## src/rtl/md5_pkg.sv

```systemverilog
// Shared types and constants for the MD5 chunk loader.
// Defines the loader state encoding and the single-block padding limits.
package md5_pkg;

   typedef enum logic [2:0] {
      ST_INIT,
      ST_LOAD,
      ST_PAD,
      ST_CRST,
      ST_START,
      ST_WAIT,
      ST_RESULT
   } state_t;

   localparam logic [7:0] PAD_BYTE    = 8'h80;
   localparam int         MAX_MSG_LEN = 55;
   localparam int         LEN_W       = 6;

endpackage

```

## src/rtl/pad_word.sv

```systemverilog
// Combinational MD5 padding of one 32-bit buffer word given the message length.
// Bytes below len are kept, byte len becomes 0x80, later bytes clear; word 14 holds the bit length.
module pad_word
   import md5_pkg::*;
(
   input  logic [3:0]       widx,
   input  logic [31:0]      old_word,
   input  logic [LEN_W-1:0] len,
   output logic [31:0]      new_word
);

   logic [5:0] k;

   always_comb begin
      new_word = '0;
      k        = '0;
      if (widx == 4'd14) begin
         new_word = {23'b0, len, 3'b0};
      end else if (widx != 4'd15) begin
         for (int unsigned b = 0; b < 4; b++) begin
            k = {widx, b[1:0]};
            if (k < len)
               new_word[8*b +: 8] = old_word[8*b +: 8];
            else if (k == len)
               new_word[8*b +: 8] = PAD_BYTE;
         end
      end
   end

endmodule

```

## src/rtl/chunk_loader.sv

```systemverilog
// Builds one padded MD5 block from a byte stream and sequences the chunk cruncher through it.
// Returns the cruncher digest and message length on a valid/ready output port.
module chunk_loader
   import md5_pkg::*;
#(
   parameter int MAX_LEN = MAX_MSG_LEN
) (
   input  logic             clk,
   input  logic             reset_n,
   input  logic             in_valid,
   output logic             in_ready,
   input  logic [7:0]       in_data,
   input  logic             in_last,
   output logic             crunch_reset,
   output logic             crunch_start,
   input  logic             crunch_done,
   input  logic [3:0]       crunch_gaddr,
   output logic [31:0]      crunch_mdata,
   input  logic [127:0]     crunch_digest,
   output logic             out_valid,
   input  logic             out_ready,
   output logic [127:0]     out_digest,
   output logic [LEN_W-1:0] out_len,
   output logic             len_err
);

   state_t           state;
   logic [LEN_W-1:0] cnt;
   logic [3:0]       widx;
   logic [31:0]      mem [16];
   logic [31:0]      pad_out;

   pad_word u_pad (
      .widx     (widx),
      .old_word (mem[widx]),
      .len      (out_len),
      .new_word (pad_out)
   );

   assign crunch_mdata = mem[crunch_gaddr];

   // Control outputs are registered alongside the state so each is a pure function of state.
   always_ff @(posedge clk or negedge reset_n) begin
      if (!reset_n) begin
         state        <= ST_INIT;
         cnt          <= '0;
         widx         <= '0;
         out_len      <= '0;
         for (int unsigned i = 0; i < 16; i++) mem[i] <= '0;
         in_ready     <= 1'b0;
         crunch_reset <= 1'b1;
         crunch_start <= 1'b0;
         out_valid    <= 1'b0;
         out_digest   <= '0;
         len_err      <= 1'b0;
      end else begin
         case (state)
            ST_INIT: begin
               crunch_reset <= 1'b0;
               in_ready     <= 1'b1;
               state        <= ST_LOAD;
            end
            ST_LOAD: begin
               if (in_valid) begin
                  mem[cnt[5:2]][{cnt[1:0], 3'b000} +: 8] <= in_data;
                  cnt <= cnt + 6'd1;
                  if (in_last || cnt == 6'(MAX_LEN - 1)) begin
                     out_len  <= cnt + 6'd1;
                     len_err  <= ~in_last;
                     in_ready <= 1'b0;
                     widx     <= '0;
                     state    <= ST_PAD;
                  end
               end
            end
            ST_PAD: begin
               mem[widx] <= pad_out;
               widx      <= widx + 4'd1;
               if (widx == 4'd15) begin
                  crunch_reset <= 1'b1;
                  state        <= ST_CRST;
               end
            end
            ST_CRST: begin
               crunch_reset <= 1'b0;
               crunch_start <= 1'b1;
               state        <= ST_START;
            end
            ST_START: begin
               crunch_start <= 1'b0;
               state        <= ST_WAIT;
            end
            ST_WAIT: begin
               if (crunch_done) begin
                  out_digest <= crunch_digest;
                  out_valid  <= 1'b1;
                  state      <= ST_RESULT;
               end
            end
            ST_RESULT: begin
               if (out_ready) begin
                  out_valid <= 1'b0;
                  in_ready  <= 1'b1;
                  cnt       <= '0;
                  len_err   <= 1'b0;
                  state     <= ST_LOAD;
               end
            end
            default: begin
               crunch_reset <= 1'b1;
               in_ready     <= 1'b0;
               out_valid    <= 1'b0;
               crunch_start <= 1'b0;
               state        <= ST_INIT;
            end
         endcase
      end
   end

endmodule

```

## config.mk

```make
export PLATFORM = sky130hd
export DESIGN_NAME = chunk_loader
export DESIGN_NICKNAME = d
export VERILOG_FILES = /design/src/rtl/md5_pkg.sv /design/src/rtl/pad_word.sv /design/src/rtl/chunk_loader.sv
export SDC_FILE = /design/constraint.sdc
export NUM_CORES = 2
export LEC_CHECK = 0
export ABC_AREA = 0
export CAP_MARGIN = 40
export CORE_MARGIN = 5
export CORE_UTILIZATION = 59
export DETAILED_ROUTE_END_ITERATION = 16
export GPL_TIMING_DRIVEN = 0
export PLACE_DENSITY_LB_ADDON = 0.15
export RECOVER_POWER = 100
export SLEW_MARGIN = 10
export SYNTH_ARGS = -nofsm -noshare
export SYNTH_HDL_FRONTEND = slang
export SYNTH_SLANG_ARGS = --single-unit
```

## constraint.sdc

```tcl
create_clock -name clk -period 2.91 [get_ports clk]
set_input_delay 0.291 -clock clk [delete_from_list [all_inputs] [get_ports clk]]
set_output_delay 0.291 -clock clk [all_outputs]
set_load 0.02 [all_outputs]
```

==> flow_metrics.py <==
metrics = {
    "run_status": {
        "status": "finished, violations left",
        "failed_checks": "setup timing",
    },
    "logic_synthesis": {
        "yosysTopAreaCellShare_pct": 45.05,
        "ys_top_cells_by_count": "dfrtp_1, nand2_1, o221ai_1, mux4_2, mux2_2",
        "ys.flop_type": "dfrtp_1",
        "yosysWarnings": 0,
        "synthTopCellsByArea": "dfrtp_1, mux4_2, o221ai_1",
        "ys_seq_elements": 664,
        "synth_seq_area_share_pct": 45.12,
        "synthCells": 3131,
        "synth_top_area_cell": "dfrtp_1",
        "synth_cell_types": 90,
        "synth.avg_cell_area_um2": 11.76,
        "async_flop_share_pct": 100.0,
        "yosysMostFrequentCell": "dfrtp_1",
        "synth_edf_count": 0,
        "syn_nets": 3291,
        "syn_area_mm2": 0.03683,
    },
    "clock_network": {
        "cts_tree": "done",
        "cts_sinks": 664,
        "clk_pin_slew_ns": 0.07,
        "cts-htree-levels": 3,
        "cts_root_buf": "clkbuf_16",
        "cts_buffer_depth": 3,
        "worstSkewPairLatency_ns": 0.65,
        "numCtsBuffers": 74,
    },
    "sta": {
        "min_period_ns": 2.996,
        "setup_tns_ns": -0.9206,
        "grt_setup_unrepaired": "yes",
        "hold_viol_final": 0,
        "fin_crit_sh_pct": 103.0,
        "finClkSkew_ns": 0.02877,
        "relSlewSlack_pct": 29.42,
        "fin_ws_ns": -0.08590,
        "setup_violations": 37,
        "tightestPinTransition_ns": 1.059,
        "max_freq_ghz": 0.3338,
        "final_max_slew_viol_count": 0,
    },
    "critical_path": {
        "cp.required_ns": 3.38,
        "reg2reg_depth": 13,
        "crit_buf_inv": 8,
        "slowest_stage": "dfrtp_2",
        "worstReg2RegStart": "widx[1]",
        "r2r-end": "mem[232]",
        "cp_common_cell": "buf_6",
        "start_kind": "register",
        "crit_path_max_fanout": 10,
        "max_stage_delay_ns": 0.46,
        "cp_cell_sequence": "buf_6 -> buf_6 -> buf_8 -> buf_8 -> inv_2 -> ha_4 -> clkinvlp_4 -> nor3_4 -> buf_6 -> o21ai_1 -> buf_4 -> a22oi_1 -> o21ai_0",
        "cp_data_arrival_time_ns": 3.47,
        "end_kind": "register",
        "critical-path-top-delay-family": "buffers and inverters",
        "setup.worst_path.class": "reg2reg",
        "ff2ff_setup_slack_ns": -0.09,
    },
    "routing": {
        "antenna_left": 0,
        "drtIter0Drc": 6719,
        "wl_per_cell_um": 37.26,
        "drc": 0,
        "viasPerCell": 7.814,
        "vias": 35470,
        "dr.pass1.iters": 9,
        "wl_um": 169100,
    },
    "grt": {
        "grt_first_pass_wirelength_um": 242600,
        "grt_max_degree": 110,
        "antenna_found_initial": 6,
        "first_global_vias": 36030,
        "track_usage_pct": 49.25,
        "grt-ovfl-total": 0,
    },
    "floorplanning": {
        "die-height_um": 259.8,
        "start_util_pct": 59.68,
        "rows": 91,
        "die_area_mm2": 0.06751,
        "die_width_um": 259.8,
        "pin_count": 317,
        "core_mm2": 0.06171,
    },
    "run": {
        "maxCapViolCount": 0,
    },
    "power": {
        "leakage_nw": 18.45,
        "power_density_mw_per_mm2": 954.4,
        "irDropWorstVdd_uv": 797.8,
        "total_power_mw": 44.10,
    },
    "min_path": {
        "worstHoldPathType": "in2reg",
        "whs_path_depth": 2,
        "worstHoldEndpoint": "mem[14]",
        "hold_start": "in_data[6]",
    },
    "cells_and_area": {
        "final_nets": 3799,
        "multi_input_area_mm2": 0.02000,
        "area.growth.synth_to_final_pct": 25.48,
        "final.fill_count": 4161,
        "drive_gt1_share_pct": 28.92,
        "seqCellArea_mm2": 0.01662,
    },
    "place": {
        "dp_hpwl_um": 120100,
        "gp_congestion": 1.123,
        "post-place-ws_ns": -0.9725,
        "port_buffers": 306,
    },
}
## cell families after synthesis
| kind of cell | synth area share (%) |
|---|---|
| AOI/OAI and AO/OA | 15.91 |
| xor gates and xnor gates | 0.09515 |
| adders and majority gates | 0.4757 |
| buffers and inverters | 3.122 |
| DFF | 45.12 |
| muxes | 23.41 |
| and+or+nand+nor | 11.86 |
## metal layers
layer / share of wire [%] / GRT usage (%) / vias up
met1: 31 / 58.53 / 17210
li1: - / - / 13370
met3: 16 / 22.95 / 1150
met4: 10 / 37.21 / 12
met5: 0.051 / 0.2924 / -
met2: 42 / 69.74 / 3731
## flip-flops by register name (all words and copies together) (netlist names)
register and count:
widx 4, out_len 6, out_valid 1, in_ready 1, state 3, cnt 6
crunch_reset 1, len_err 1, crunch_start 1, mem 512, out_digest 128
## worst max-delay path by stage
stage	to	slack [ns]	from	depth (start not counted)
2_1_floorplan	mem[329]	0.26	widx[1]	11
3_3_place_gp	out_digest[91]	-27.57	reset_n	1
3_5_place_dp	mem[330]	-0.97	widx[1]	12
4_1_cts	mem[104]	-0.04	cnt[1]	8
5_1_grt	mem[232]	-0.11	widx[1]	13
6_report	mem[232]	-0.09	widx[1]	13
## power breakdown
group | switching (mW) | internal (mW) | total, mW
clock | 4.18 | 6.09 | 10.3
combinational | 12.7 | 7.92 | 20.6
sequential | 1.69 | 11.5 | 13.2
## per-stage QoR
stage | util [%] | hold slack, ns | instances | cell area, um2
after floorplan | - | -0.004591 | 3131 | 36830
after global placement | 66.34 | 0.4800 | 4274 | 40940
after detailed placement | 67.80 | 0.2764 | 4348 | 41840
after CTS | 73.61 | 0.02938 | 4505 | 45430
after global routing | 74.86 | 0.07054 | 4534 | 46200
final | 74.88 | 0.04150 | 4539 | 46210
## layout by cell type, fill, tap and decap left out, types with 29 or more instances in the layout
cell type and count:
dfrtp_1 657, clkbuf_16 75, clkbuf_2 33, a22oi_1 31, mux2i_1 49, o21ai_0 89, clkdlybuf4s50_1 135, nor2_1 79
buf_4 93, mux2_2 156, nand2_2 32, nand3_1 62, a221o_1 29, buf_6 49, clkbuf_1 79, dlygate4sd3_1 140
mux4_2 282, o221ai_1 320, nand2_1 561, buf_2 54
## what timing repair did
item	in CTS	in global routing
resized for setup	234	160
hold endpoints to repair	63	0
setup buffers	29	27
pin swaps	18	8
hold buffers	1	0
setup endpoints to repair	522	500
gates cloned	0	1
## cell type report
cell class / instances / area share [%]
Clock inverter: 29 / 1.026
Inverter: 24 / 0.2274
Antenna cell: 6 / 0.03249
Tap cell: 837 / 2.266
Multi-Input combinational cell: 2215 / 43.28
Sequential cell: 664 / 35.98
Timing Repair Buffer: 441 / 9.753
Clock buffer: 104 / 4.598
Buffer: 219 / 2.843
Power figures use the tool's default switching activity.
